`src/rtl/simon_playback_sequencer.sv`:
```
// simon_playback_sequencer: plays the stored Simon pattern on the lamps and echoes player presses between playbacks
module simon_playback_sequencer #(
  parameter int DEPTH = 16,
  parameter int TICK_DIV = 50_000,
  parameter int ON_TICKS = 8,
  parameter int OFF_TICKS = 4,
  parameter int ECHO_TICKS = 4
) (
  input  logic                     clk,
  input  logic                     rst,
  input  logic                     start,
  input  logic [$clog2(DEPTH):0]   len,
  output logic [$clog2(DEPTH)-1:0] rd_addr,
  input  logic [1:0]               rd_data,
  input  logic                     echo_valid,
  input  logic [1:0]               echo_btn,
  output logic [1:0]               lamp,
  output logic                     lamp_ena,
  output logic                     busy,
  output logic                     done,
  output logic                     tick
);
  localparam int AW = $clog2(DEPTH);
  localparam int MT = ON_TICKS > OFF_TICKS ? (ON_TICKS > ECHO_TICKS ? ON_TICKS : ECHO_TICKS)
                                           : (OFF_TICKS > ECHO_TICKS ? OFF_TICKS : ECHO_TICKS);
  localparam int PW = $clog2(TICK_DIV + 1);
  localparam int TW = $clog2(MT + 1);
  localparam logic [AW:0] DL = DEPTH[AW:0];
  typedef enum logic [1:0] {IDLE, ON, OFF, ECHO} state_t;
  state_t state_q, state_d;
  logic [AW:0] idx_q, idx_d, cnt_len_q, cnt_len_d;
  logic [PW-1:0] pre_q, pre_d;
  logic [TW-1:0] tcnt_q, tcnt_d, n_ticks;
  logic [1:0] lamp_q, lamp_d;
  logic lamp_ena_q, lamp_ena_d, busy_q, busy_d, done_q, done_d, tick_q, tick_d;
  logic wrap, phase_end, enter;
  assign rd_addr = idx_q[AW-1:0];
  assign lamp = lamp_q;
  assign lamp_ena = lamp_ena_q;
  assign busy = busy_q;
  assign done = done_q;
  assign tick = tick_q;
  always_comb begin
    wrap = pre_q == PW'(TICK_DIV - 1);
    n_ticks = state_q == ON ? TW'(ON_TICKS) : state_q == OFF ? TW'(OFF_TICKS) : TW'(ECHO_TICKS);
    phase_end = wrap && tcnt_q == n_ticks - 1'b1;
    state_d = state_q;
    idx_d = idx_q;
    cnt_len_d = cnt_len_q;
    lamp_d = lamp_q;
    done_d = 1'b0;
    enter = 1'b0;
    if (state_q == IDLE || state_q == ECHO) begin
      if (start) begin
        enter = 1'b1;
        done_d = len == '0;
        state_d = len == '0 ? IDLE : ON;
        cnt_len_d = len > DL ? DL : len;
        lamp_d = len == '0 ? lamp_q : rd_data;
      end else if (echo_valid) begin
        enter = 1'b1;
        state_d = ECHO;
        lamp_d = echo_btn;
      end else if (state_q == ECHO && phase_end) begin
        enter = 1'b1;
        state_d = IDLE;
      end
    end else if (phase_end) begin
      enter = 1'b1;
      if (state_q == ON) begin
        state_d = OFF;
        idx_d = idx_q + 1'b1;
      end else if (idx_q == cnt_len_q) begin
        state_d = IDLE;
        done_d = 1'b1;
        idx_d = '0;
      end else begin
        state_d = ON;
        lamp_d = rd_data;
      end
    end
    pre_d = enter || state_d == IDLE || wrap ? '0 : pre_q + 1'b1;
    tcnt_d = enter || state_d == IDLE ? '0 : tcnt_q + TW'(wrap);
    tick_d = wrap && state_q != IDLE && state_d != IDLE;
    lamp_ena_d = state_d == ON || state_d == ECHO;
    busy_d = state_d == ON || state_d == OFF;
  end
  always_ff @(posedge clk) begin
    if (rst) begin
      state_q <= IDLE;
      idx_q <= '0;
      cnt_len_q <= '0;
      pre_q <= '0;
      tcnt_q <= '0;
      lamp_q <= '0;
      lamp_ena_q <= 1'b0;
      busy_q <= 1'b0;
      done_q <= 1'b0;
      tick_q <= 1'b0;
    end else begin
      state_q <= state_d;
      idx_q <= idx_d;
      cnt_len_q <= cnt_len_d;
      pre_q <= pre_d;
      tcnt_q <= tcnt_d;
      lamp_q <= lamp_d;
      lamp_ena_q <= lamp_ena_d;
      busy_q <= busy_d;
      done_q <= done_d;
      tick_q <= tick_d;
    end
  end
endmodule

```
`config.mk`:
```
export PLATFORM = sky130hd
export DESIGN_NAME = simon_playback_sequencer
export DESIGN_NICKNAME = d
export VERILOG_FILES = /design/src/rtl/simon_playback_sequencer.sv
export SDC_FILE = /design/constraint.sdc
export NUM_CORES = 1
export LEC_CHECK = 0
export CAP_MARGIN = 20
export CORE_UTILIZATION = 55
export CTS_CLUSTER_SIZE = 20
export DETAILED_ROUTE_END_ITERATION = 7
export GPL_ROUTABILITY_DRIVEN = 0
export GPL_TIMING_DRIVEN = 0
export HOLD_SLACK_MARGIN = 0.06
export PLACE_DENSITY = 0.76
export SETUP_SLACK_MARGIN = 0.4
export SLEW_MARGIN = 10
export SYNTH_ARGS = -nofsm -noshare
export SYNTH_HDL_FRONTEND = slang
export SYNTH_SLANG_ARGS = --single-unit
```
`constraint.sdc`:
```
create_clock -name clk -period 3.5 [get_ports clk]
set_clock_uncertainty 0.15 [all_clocks]
set_input_delay 0.35 -clock clk [delete_from_list [all_inputs] [get_ports clk]]
set_output_delay 0.35 -clock clk [all_outputs]
set_load 0.03 [all_outputs]
```
After elaboration in Yosys (flattened, before gate mapping)
Index checks and enable logic that the tools add are counted.

word-level totals
  logic and storage cells = 78
  register bits after elaboration = 38
  output and inout port bits = 10
  input bits = 13

operators by class
  magnitude comparators = 1
  mux-type cells = 29
  reductions and logical operators = 21
  eq/ne operators = 12
  add/subtract/negate cells = 4
  bitwise logic cells = 1

operators by type and width
  cell                                                   count
  2-to-1 mux 2 bit                                       13
  adder 16 x 1 -> 16 bit, second input constant          1
  equality test 16 bit, second input constant            1
  2-to-1 mux 5 bit                                       3
  2-to-1 mux 1 bit                                       12
  nonzero test 2 bit                                     4
  equality test 2 bit, second input constant             3
  inequality test 3 bit, second input constant           2
  adder 5 x 1 -> 5 bit, second input constant            1
  equality test 5 bit                                    1
  greater-than comparator 5 bit, second input constant   1
  zero test 5 bit                                        1
  logical OR 1 bit                                       5
  AND reduction 5 bit                                    1
  adder 4 x 1 -> 4 bit                                   1
  equality test 2 x 1 -> 1 bit, second input constant    2
  equality test 4 bit                                    1
  logical AND 1 bit                                      4
  zero test 2 bit                                        2
  2-to-1 mux 4 bit                                       1
  OR reduction 2 bit                                     2
  subtractor 4 x 1 -> 4 bit, second input constant       1
  AND reduction 3 bit                                    1
  inequality test 2 x 1 -> 1 bit, second input constant  1
  other kinds (3)                                        3

Longest topological paths before layout
Gate-level depths: netlist of run 1.

  depth in word-level cells = 14
  depth in mapped cells = 13
  mapped depth without buffers = 11

Least setup slack after synthesis of run 1
Ideal clock, no wire load.

  path kind = register -> register
  start = register state_q[1]
  end = register pre_q[10]
  period minus slack after synthesis = 2906 ps
  buffers on the path = 2
  required time = 3222 ps
  arrival = 2628 ps
  setup time = 128 ps
  cell stages (with the launch flop) = 13
  setup slack = 594 ps
  path through = dfxtp_1 -> inv_1 -> ha_1 -> clkbuf_1 -> xor2_1 -> or4_1 -> o211a_1 -> a311oi_2 -> ha_1 -> nor3b_1 -> nand2_1 -> clkbuf_1 -> nor2_1

on the way
  word-level cells in the longest chain between the ends = 14
  elaborated cells between the ends (all ways) = 24
  those cells by class = add/sub (1); eq/ne (3); mux (12); reduce/logical (8)

ends and longest elaborated chain
  what                                     RTL line  text
  from (decl)                              30        state_t state_q, state_d;
  from (signal assigned)                   101       state_q <= state_d;
  equality test 2 x 1 -> 1 bit             45, 70
  2-to-1 mux 4 bit                         45        n_ticks = state_q == ON ? TW'(ON_TICKS) : state_q == OFF ? TW'(OFF_TICKS) : TW'(ECHO_TICKS);
  subtractor 4 x 1 -> 4 bit                46        phase_end = wrap && tcnt_q == n_ticks - 1'b1;
  equality test 4 bit                      46
  logical AND 1 bit                        46
  logical AND 1 bit                        64        end else if (state_q == ECHO && phase_end) begin
  2-to-1 mux 2 bit                         64
  2-to-1 mux 2 bit                         60        end else if (echo_valid) begin
  2-to-1 mux 2 bit                         54        if (start) begin
  2-to-1 mux 2 bit                         53        if (state_q == IDLE || state_q == ECHO) begin
  zero test 2 bit                          82        pre_d = enter || state_d == IDLE || wrap ? '0 : pre_q + 1'b1;
  logical OR 1 bit (*) (2 in a row)        82
  OR reduction 2 bit (no source line) (*)  n/a
  to (signal assigned)                     104       pre_q <= pre_d;
  to (decl)                                32        logic [PW-1:0] pre_q, pre_d;

Every way passes the cells marked *; elsewhere a longest branch is shown, timed or not.
A chain may end at the register's enable or synchronous reset.

Worst setup path after layout of run 1
  start = register state_q[1]
  end = register pre_q[7]

The elaborated chain is that of the path after synthesis.

==> results_dict.tcl, run 1 <==
set metrics [dict create \
    outcome "completed" \
    setup.worst_path.end "pre_q[7]" \
    yosys.area.top_type "dfxtp_1" \
    tns_ps 0 \
    post-route-min-period_ps 2900 \
    number_of_optimization_iterations_in_the_first_detailed_route_pass 4 \
    num_rows 21 \
    pin_count_of_the_biggest_net_entering_global_routing 13 \
    syn-cell-area_um2 1920 \
    start_util 0.575 \
    synth_top_area_frac 0.397 \
    cts_hold_buffers 0 \
    critical_path.top_delay_family "simple AND/OR/NAND/NOR gates" \
    tritoncts_clock_tree "done" \
    clock-root-buffer "clkbuf_4" \
    postSynth.asyncResetShare 0 \
    holdCritPathClass "flip-flop to flip-flop" \
    final_max_slew_viol_count 0 \
    grt_setup_unrepaired "no" \
    setup_viol 0 \
    yosysSeqAreaShare 0.397 \
    htree_num_levels 2 \
    via_per_inst 5.30 \
    die-width_um 61.1 \
    fin_ws_ps 600 \
    grt_first_pass_wirelength_um 6530 \
    synth.avg_cell_area_um2 8.60 \
    maxCapViolations 0 \
    power.density_nw_per_um2 377 \
    synth_enable_flop_cells 0 \
    boundary_pins 23 \
    required_ps 3600 \
    ys.flop_type "dfxtp_1" \
    tightestPinTransition_ps 552 \
    crit_path_top_delay_cell "or4_1" \
    post-route-period-util 0.829 \
    cp_cell_sequence "inv_1 > ha_1 > clkbuf_2 > xor2_1 > or4_1 > o211a_1 > a311oi_2 > ha_2 > nor3b_4 > nand2_2 > clkbuf_8 > nor2_1" \
    r2r.worst_path.cells 12 \
    timing.fmax_mhz 345 \
    detail_route.wl_per_cell_um 12.7 \
    layout.core_utilization 0.706 \
    path_buf_inv 3 \
    gr-max-usage-layer "met2" \
    grt_use_met3 0.0588 \
    design.die.area_um2 3730 \
    mostFrequentLayoutCell "dfxtp_1" \
    route.final.wire_length_um 3890 \
    path_clk_slew_ps 120 \
    final_net_count 281 \
    cts_buffers 5 \
    ant_nets 0 \
    hpwl_um 2830 \
    clockBufferDepth 2 \
    synthesis.instances 223 \
    numClockSinks 38 \
    floorplan.die.height_um 61.1 \
    gr-total-overflow 0 \
    stdcell_area_um2 2360 \
    clk_latency_ps 350 \
    criticalPathCategory "flip-flop to flip-flop" \
    port-buffer-count 22 \
    synthToLayoutAreaGrowth_pct 22.9 \
    vias 1626 \
    r2r_end "pre_q[7]" \
    dr_iter_0_viols 81 \
    nature_of_the_critical_path_endpoint "flip-flop" \
    groute.usage.overall 0.239 \
    antennaDiodeCount 0 \
    startpoint_type_of_the_worst_setup_path "flip-flop" \
    worst_r2r_startpoint "state_q[1]" \
    hold_viol 0 \
    cp.arrival_ps 3000 \
    grt_antenna_before_repair 0 \
    delay_of_the_slowest_critical_path_stage_ps 540 \
    maxSlewHeadroom 0.629 \
    place_worst_setup_slack_ps -53.8 \
    coreArea_um2 3340 \
    synthesis.nets 244 \
    yosys_register_bits 38 \
    yosys_warns 0 \
    critical_path.max_fanout 10 \
    placed_cell_area_um2 2200 \
    vdd_drop_max_uv 209 \
    post_route_cells_drive_above_1_share 0.126 \
    setup.reg_to_reg.worst_slack_ps 600 \
    leakage_nw 0.917 \
    met1_usage 0.305 \
    cp.depth 12 \
    grt_use_met2 0.376 \
    grt_pass1_vias 1532 \
    synth.area.top_cells "dfxtp_1, xor2_1, nor2_1" \
    post-route-drc-count 0 \
    top_library_cells_by_usage_in_the_layout_fill_and_taps_aside "dfxtp_1, nor2_1, clkdlybuf4s50_1" \
    ys_types 39 \
    worstSetupStartpoint "state_q[1]" \
]
## final cells by class
cell class,instances,area [um^2]
Buffer,10,68.8
Clock buffer,6,51.3
Clock inverter,2,12.5
Fill cell,297,980
Inverter,8,30.0
Multi-Input combinational cell,167,1090
Sequential cell,38,762
Tap cell,46,57.6
Timing Repair Buffer,30,280
## sequential cells by signal, summed over array words and instances (netlist names), 2 cells and up
name and cells:
cnt_len_q 5, state_q 2, lamp 2, tcnt_q 4, pre_q 16, idx_q 5
## how the worst min path moves through the flow
stage | start | endpoint | slack, ps | cells past startpoint
floorplan | pre_q[0] | pre_q[0] | 280 | 1
global placement | pre_q[0] | pre_q[0] | 300 | 1
detailed placement | cnt_len_q[1] | cnt_len_q[1] | 310 | 2
CTS | cnt_len_q[1] | cnt_len_q[1] | 320 | 2
global route | cnt_len_q[2] | cnt_len_q[2] | 350 | 2
finish | cnt_len_q[1] | cnt_len_q[1] | 320 | 2
## layer usage
metal / wire [um] / vias up
li1: - / 839
met4: 52 / 0
met1: 1860 / 757
met3: 134 / 6
met5: 0 / -
met2: 1850 / 24
## tightest hold or removal path, delay by kind of cell, from the launching register on
kind	cells	cell delay, ps
DFF	1	330
and+or+nand+nor	1	50
AOI/OAI and AO/OA	1	50
## cells by family after synthesis
group | Yosys count | synth area share
AOI/OAI and AO/OA | 26 | 0.0978
and+or+nand+nor | 109 | 0.297
adders and majority gates | 8 | 0.0522
buffers and inverters | 18 | 0.0450
xor gates and xnor gates | 22 | 0.100
DFF | 38 | 0.397
muxes | 2 | 0.0104
## report_power, final
group	internal, mW	switching, mW
logic	0.0828	0.0954
registers	0.449	0.0109
clock network	0.0966	0.153
## repair_timing
item                                    in CTS  in global routing
pin swaps                                    2                  5
buffers inserted                             1                  7
endpoints found under the setup margin      16                 17
gates resized for setup                      7                  6
## stage by stage
step / power [mW] / instances / hold WS [ps]
2_1_floorplan: 0.566 / 223 / 280
3_3_place_gp: 0.619 / 291 / 298
3_5_place_dp: 0.620 / 291 / 305
4_1_cts: 0.875 / 300 / 321
5_1_grt: 0.929 / 307 / 347
6_report: 0.888 / 307 / 319
## cell usage after synthesis (all sizes together) (2+ instances only)
master   n
inv      8
nand3b   4
nor2    30
nor3     4
o32ai    3
nor4     4
o211ai   2
nand3   16
xnor2    9
and2     3
nor3b    3
and4     2
dfxtp   38
or3      2
and3     9
a31oi    2
nand2b   4
o21ai    3
clkbuf   4
nand4b   2
a21oi   11
ha       8
or4      2
nor2b    4
xor2    13
nand2   16
mux2i    2
buf      6
No activity file was read; power rests on OpenSTA's default activity.
==> inputs of run 2 (changes only) <==
- CORE_UTILIZATION: 55 -> 50
- PLACE_DENSITY: 0.76 -> 0.73
- clock period: 3.5 -> 2.5 ns (I/O delays scaled with it)
==> run 2 against run 1 <==
Net effect:
- the run now ends with setup timing left
- sequential power is 40% higher
- via count up 13%
- first-iteration DRC count increased by 58%
- non-clock buffer count rose by 20
- critical path type unchanged
- critical endpoint is now pre_q[6]
==> results_dict.tcl, run 2 (same netlist as run 1, synthesis figures left out) <==
set metrics [dict create \
    outcome "complete, but fails checks" \
    violations "setup timing" \
    criticalPathCategory "flip-flop to flip-flop" \
    gr-total-overflow 0 \
    required_ps 2540 \
    registers.top_by_ff_count "pre_q" \
    boundary_pins 23 \
    power.switching_mw 0.424 \
    hold_viol 0 \
    nature_of_the_critical_path_endpoint "flip-flop" \
    final_net_count 301 \
    crit_top_cell "buf_8" \
    pin_count_of_the_biggest_net_entering_global_routing 13 \
    number_of_optimization_iterations_in_the_first_detailed_route_pass 4 \
    dr_iter_0_viols 128 \
    post-route-period-util 1.11 \
    tns_ps -5290 \
    critical_path.top_delay_family "simple AND/OR/NAND/NOR gates" \
    cts_hold_buffers 0 \
    detail_route.wl_per_cell_um 15.0 \
    design.die.area_um2 4090 \
    power.density_nw_per_um2 517 \
    die-width_um 63.9 \
    share_seq_of_total_power 0.442 \
    antennaDiodeCount 0 \
    path_buf_inv 3 \
    grt_pass1_vias 1685 \
    cts_buffers 5 \
    grt_antenna_before_repair 0 \
    hpwl_um 2930 \
    post-route-drc-count 0 \
    grt_setup_unrepaired "yes" \
    tritoncts_clock_tree "done" \
    place_inst 293 \
    post-route-min-period_ps 2760 \
    vdd_drop_max_uv 362 \
    clkPwrFrac 0.307 \
    flip_flop_count_of_the_largest_register_all_copies_and_words_added 16 \
    via_per_inst 5.57 \
    clock-root-buffer "clkbuf_8" \
    placed_cell_area_um2 2260 \
    timing.fmax_mhz 362 \
    maxSlewHeadroom 0.554 \
    stdcell_area_um2 2810 \
    grt_first_pass_wirelength_um 7290 \
    port-buffer-count 22 \
    coreArea_um2 3660 \
    final_max_slew_viol_count 0 \
    synthToLayoutAreaGrowth_pct 46.4 \
    clockBufferDepth 2 \
    hold_ws_ps 283 \
    maxCapViolations 0 \
    holdCritPathClass "flip-flop to flip-flop" \
    floorplan.die.height_um 63.9 \
    cp_cell_sequence "inv_4 > ha_4 > buf_8 > xor2_4 > or4_4 > o211a_4 > a311oi_4 > ha_2 > nor3b_4 > nand2_4 > buf_8 > nor2_2" \
    numClockSinks 38 \
    tightestPinTransition_ps 669 \
    switching_part_of_the_total 0.292 \
    startpoint_type_of_the_worst_setup_path "flip-flop" \
    largest_registers "pre_q (16), cnt_len_q (5), idx_q (5)" \
    intPower_mw 1.03 \
    layout.core_utilization 0.767 \
    route.final.wire_length_um 4950 \
    setup_viol 24 \
    ant_nets 0 \
    leakage_nw 1.06 \
    post_route_cells_drive_above_1_share 0.327 \
    mostFrequentLayoutCell "dfxtp_1" \
    num_rows 22 \
    vias 1831 \
    fin_ws_ps -264 \
    crit_path_top_delay_cell "or4_4" \
    top_library_cells_by_usage_in_the_layout_fill_and_taps_aside "dfxtp_1, buf_4, clkdlybuf4s50_1" \
    post_layout_nonfiller_instances 329 \
    clk_latency_ps 300 \
    htree_num_levels 2 \
    delay_of_the_slowest_critical_path_stage_ps 440 \
    cp.arrival_ps 2800 \
    groute.usage.overall 0.233 \
    setup.reg_to_reg.worst_slack_ps -260 \
    power.combinational.fraction 0.250 \
    start_util 0.524 \
    critical_path.max_fanout 5 \
    path_clk_slew_ps 80 \
]
## run 2: cell types whose count changed in the layout (fill, tap and decap cells not counted), moves of 3 or more
cell | previous run | this run
buf_4 | 13 | 25
nor2_1 | 30 | 20
dfxtp_1 | 37 | 28
nor2_2 | 0 | 9
buf_6 | 0 | 8
clkbuf_4 | 5 | 0
dfxtp_4 | 0 | 5
clkbuf_8 | 2 | 6
dfxtp_2 | 1 | 5
buf_8 | 0 | 3
inv_1 | 8 | 5
## run 2: worst paths after layout
kind | start | end | cells past startpoint
worst min register to register | pre_q[0] | pre_q[0] | 1
worst min-delay path | pre_q[0] | pre_q[0] | 1
worst max register to register | state_q[1] | pre_q[6] | 12
worst max-delay path | state_q[1] | pre_q[6] | 12
## run 2: final cells by class
| cell class | count | area [um^2] |
|---|---|---|
| multi-input combinational | 167 | 1280 |
| fill | 242 | 852 |
| sequential | 38 | 786 |
| timing repair buffer | 50 | 464 |
| buffer | 10 | 86.3 |
| clock buffer | 6 | 82.6 |
| tap | 48 | 60.1 |
| inverter | 8 | 32.5 |
| clock inverter | 2 | 12.5 |
## run 2: metal layers
| layer | vias up | share of wire | global-route usage |
|---|---|---|---|
| li1 | 886 | - | - |
| met1 | 888 | 0.44 | 0.290 |
| met2 | 46 | 0.49 | 0.378 |
| met3 | 11 | 0.040 | 0.0589 |
| met4 | 0 | 0.023 | 0.102 |
| met5 | - | 0 | 0 |
## run 2: worst reg2reg max path, stage by stage (launching register included)
cell,delay [ps]
dfxtp_2,360
inv_4,50
ha_4,150
buf_8,120
xor2_4,180
or4_4,440
o211a_4,280
a311oi_4,290
ha_2,280
nor3b_4,70
nand2_4,120
buf_8,130
nor2_2,40
## run 2: power groups by stage
stage	Clock, mW	Combinational (mW)	Sequential [mW]
after floorplan	0	0.141	0.679
after global placement	0	0.236	0.660
after detailed placement	0	0.238	0.661
after CTS	0.452	0.293	0.644
after global routing	0.485	0.386	0.645
final	0.446	0.363	0.642
## run 2: per-stage QoR
stage               total power [mW]  setup WS, ps
finish                          1.45          -264
floorplan                      0.819          -129
global route                    1.52          -338
CTS                             1.39          -154
detailed placement             0.899          -495
global placement               0.896          -480
## run 2: repair_timing
| item | in CTS | in global routing |
|---|---|---|
| endpoints found under the setup margin | 32 | 30 |
| pin swaps | 18 | 17 |
| cloned | 1 | 0 |
| buffers inserted | 16 | 11 |
| resized for setup | 24 | 40 |
==> inputs of run 3 (changes only) <==
- CORE_UTILIZATION: 50 -> 45
- CTS_CLUSTER_DIAMETER: default -> 200
- PLACE_DENSITY: 0.73 -> 0.69
==> run 3 against run 2 <==
Net effect:
- the flow still finishes with violations (setup timing)
- non-clock buffer count down 4
- global-route usage shrank 1.6 points
- sequential power rose by 0.6%
- largest cell class unchanged
- highest routed layer unchanged
==> results_dict.tcl, run 3 (same netlist as run 1, synthesis figures left out) <==
set metrics [dict create \
    cts_buffers 5 \
    met1_usage 0.267 \
    dr_iter_0_viols 94 \
    setup.worst_path.end "pre_q[8]" \
    outcome "complete, but fails checks" \
    holdCritPathClass "flip-flop to flip-flop" \
    post-route-drc-count 0 \
    cp.depth 12 \
    grt_antenna_before_repair 0 \
    nature_of_the_critical_path_endpoint "flip-flop" \
    num_rows 23 \
    floorplan.die.height_um 67.3 \
    setup.reg_to_reg.worst_slack_ps -210 \
    post-route-min-period_ps 2710 \
    cp_cell_sequence "inv_4 > ha_4 > buf_8 > xor2_2 > or4_4 > o211a_1 > a311oi_4 > ha_4 > nor3b_4 > nand2_2 > clkbuf_8 > nor2_1" \
    path_clk_slew_ps 80 \
    registers.top_by_ff_count "pre_q" \
    via_per_inst 5.40 \
    final_net_count 297 \
    timing.fmax_mhz 369 \
    path_buf_inv 3 \
    r2r_end "pre_q[8]" \
    synthToLayoutAreaGrowth_pct 45.0 \
    critical_path.top_delay_family "simple AND/OR/NAND/NOR gates" \
    ant_nets 0 \
    boundary_pins 23 \
    maxCapViolations 0 \
    delay_of_the_slowest_critical_path_stage_ps 490 \
    hold_ws_ps 283 \
    place_inst 295 \
    place_worst_setup_slack_ps -514 \
    tightestPinTransition_ps 686 \
    critical_path.max_fanout 5 \
    crit_top_cell "ha_4" \
    stdcell_area_um2 2780 \
    gr-max-usage-layer "met2" \
    post-route-period-util 1.09 \
    criticalPathCategory "flip-flop to flip-flop" \
    htree_num_levels 2 \
    grt_pass1_vias 1599 \
    maxSlewHeadroom 0.542 \
    final_max_slew_viol_count 0 \
    layout.core_utilization 0.685 \
    fin_ws_ps -213 \
    cp.arrival_ps 2750 \
    top_library_cells_by_usage_in_the_layout_fill_and_taps_aside "dfxtp_1, nor2_1, buf_4, clkdlybuf4s50_1, nand2_1" \
    start_util 0.473 \
    power.density_nw_per_um2 593 \
    vdd_drop_max_uv 415 \
    antennaDiodeCount 0 \
    design.die.area_um2 4530 \
    numClockSinks 38 \
    coreArea_um2 4060 \
    required_ps 2540 \
    post_route_cells_drive_above_1_share 0.296 \
    die-width_um 67.3 \
    grt_setup_unrepaired "yes" \
    post_layout_nonfiller_instances 327 \
    r2r.worst_path.cells 12 \
    detail_route.wl_per_cell_um 14.1 \
    worst_r2r_startpoint "state_q[1]" \
    port-buffer-count 22 \
    tritoncts_clock_tree "done" \
    crit_path_top_delay_cell "or4_4" \
    grt_use_met2 0.353 \
    route.final.wire_length_um 4610 \
    largest_registers "pre_q (16), cnt_len_q (5), idx_q (5)" \
    gr-total-overflow 0 \
    tns_ps -3920 \
    cts_hold_buffers 0 \
    hold_viol 0 \
    clock-root-buffer "clkbuf_8" \
    grt_first_pass_wirelength_um 7220 \
    worstSetupStartpoint "state_q[1]" \
    total_power_mw 1.65 \
    violations "setup timing" \
    placed_cell_area_um2 2270 \
    setup_viol 24 \
    leakage_nw 1.08 \
    startpoint_type_of_the_worst_setup_path "flip-flop" \
    groute.usage.overall 0.218 \
    clk_latency_ps 300 \
    number_of_optimization_iterations_in_the_first_detailed_route_pass 6 \
    grt_use_met3 0.0541 \
    vias 1767 \
    hpwl_um 2880 \
    flip_flop_count_of_the_largest_register_all_copies_and_words_added 16 \
    mostFrequentLayoutCell "dfxtp_1" \
    clockBufferDepth 2 \
    pin_count_of_the_biggest_net_entering_global_routing 13 \
]
[run 3: cell count changes in the layout (fill, tap and decap cells not counted), sizes merged]
cell      change
bufinv        +2
clkbuf        +1
clkinvlp      -1
clkinv        -1
buf           -5
[run 3: worst min-delay path by stage]
stage / startpoint / end / slack (ps) / depth (start not counted)
floorplan: len[4] / cnt_len_q[4] / 240 / 2
global placement: pre_q[0] / pre_q[0] / 290 / 1
detailed placement: pre_q[0] / pre_q[0] / 290 / 1
CTS: pre_q[0] / pre_q[0] / 320 / 1
global route: pre_q[0] / pre_q[0] / 300 / 1
finish: pre_q[0] / pre_q[0] / 280 / 1
[run 3: worst register-to-register path, cell delays in order, from the launching register on]
cell      delay, ps
dfxtp_2         370
inv_4            50
ha_4            150
buf_8           110
xor2_2          150
or4_4           500
o211a_1         260
a311oi_4        290
ha_4            200
nor3b_4          50
nand2_2         130
clkbuf_8        170
nor2_1           40
[run 3: area by class of cell]
cell class                      instances  area, um^2
Fill cell                             303        1280
Inverter                                8        32.5
Sequential cell                        38         777
Multi-Input combinational cell        167        1250
Clock buffer                            6        82.6
Tap cell                               50        62.6
Clock inverter                          2        60.1
Timing Repair Buffer                   46         429
Buffer                                 10        86.3
[run 3: power by group]
part	total (mW)	switching, mW	internal [mW]
sequential	0.646	0.0179	0.628
clock	0.651	0.225	0.426
combinational	0.354	0.175	0.179
total	1.65	0.417	1.23
[run 3: per-layer routing]
layer	vias up	share of wire
met5	-	0
met4	0	0.023
met3	12	0.033
met2	41	0.49
met1	833	0.45
li1	881	-
[run 3: repair_timing]
item | 4_1_cts | 5_1_grt
resized for setup | 26 | 23
pin swaps | 20 | 7
endpoints found under the setup margin | 33 | 31
endpoints found under the hold margin | 0 | 0
setup buffers | 14 | 9
cloned | 1 | 0
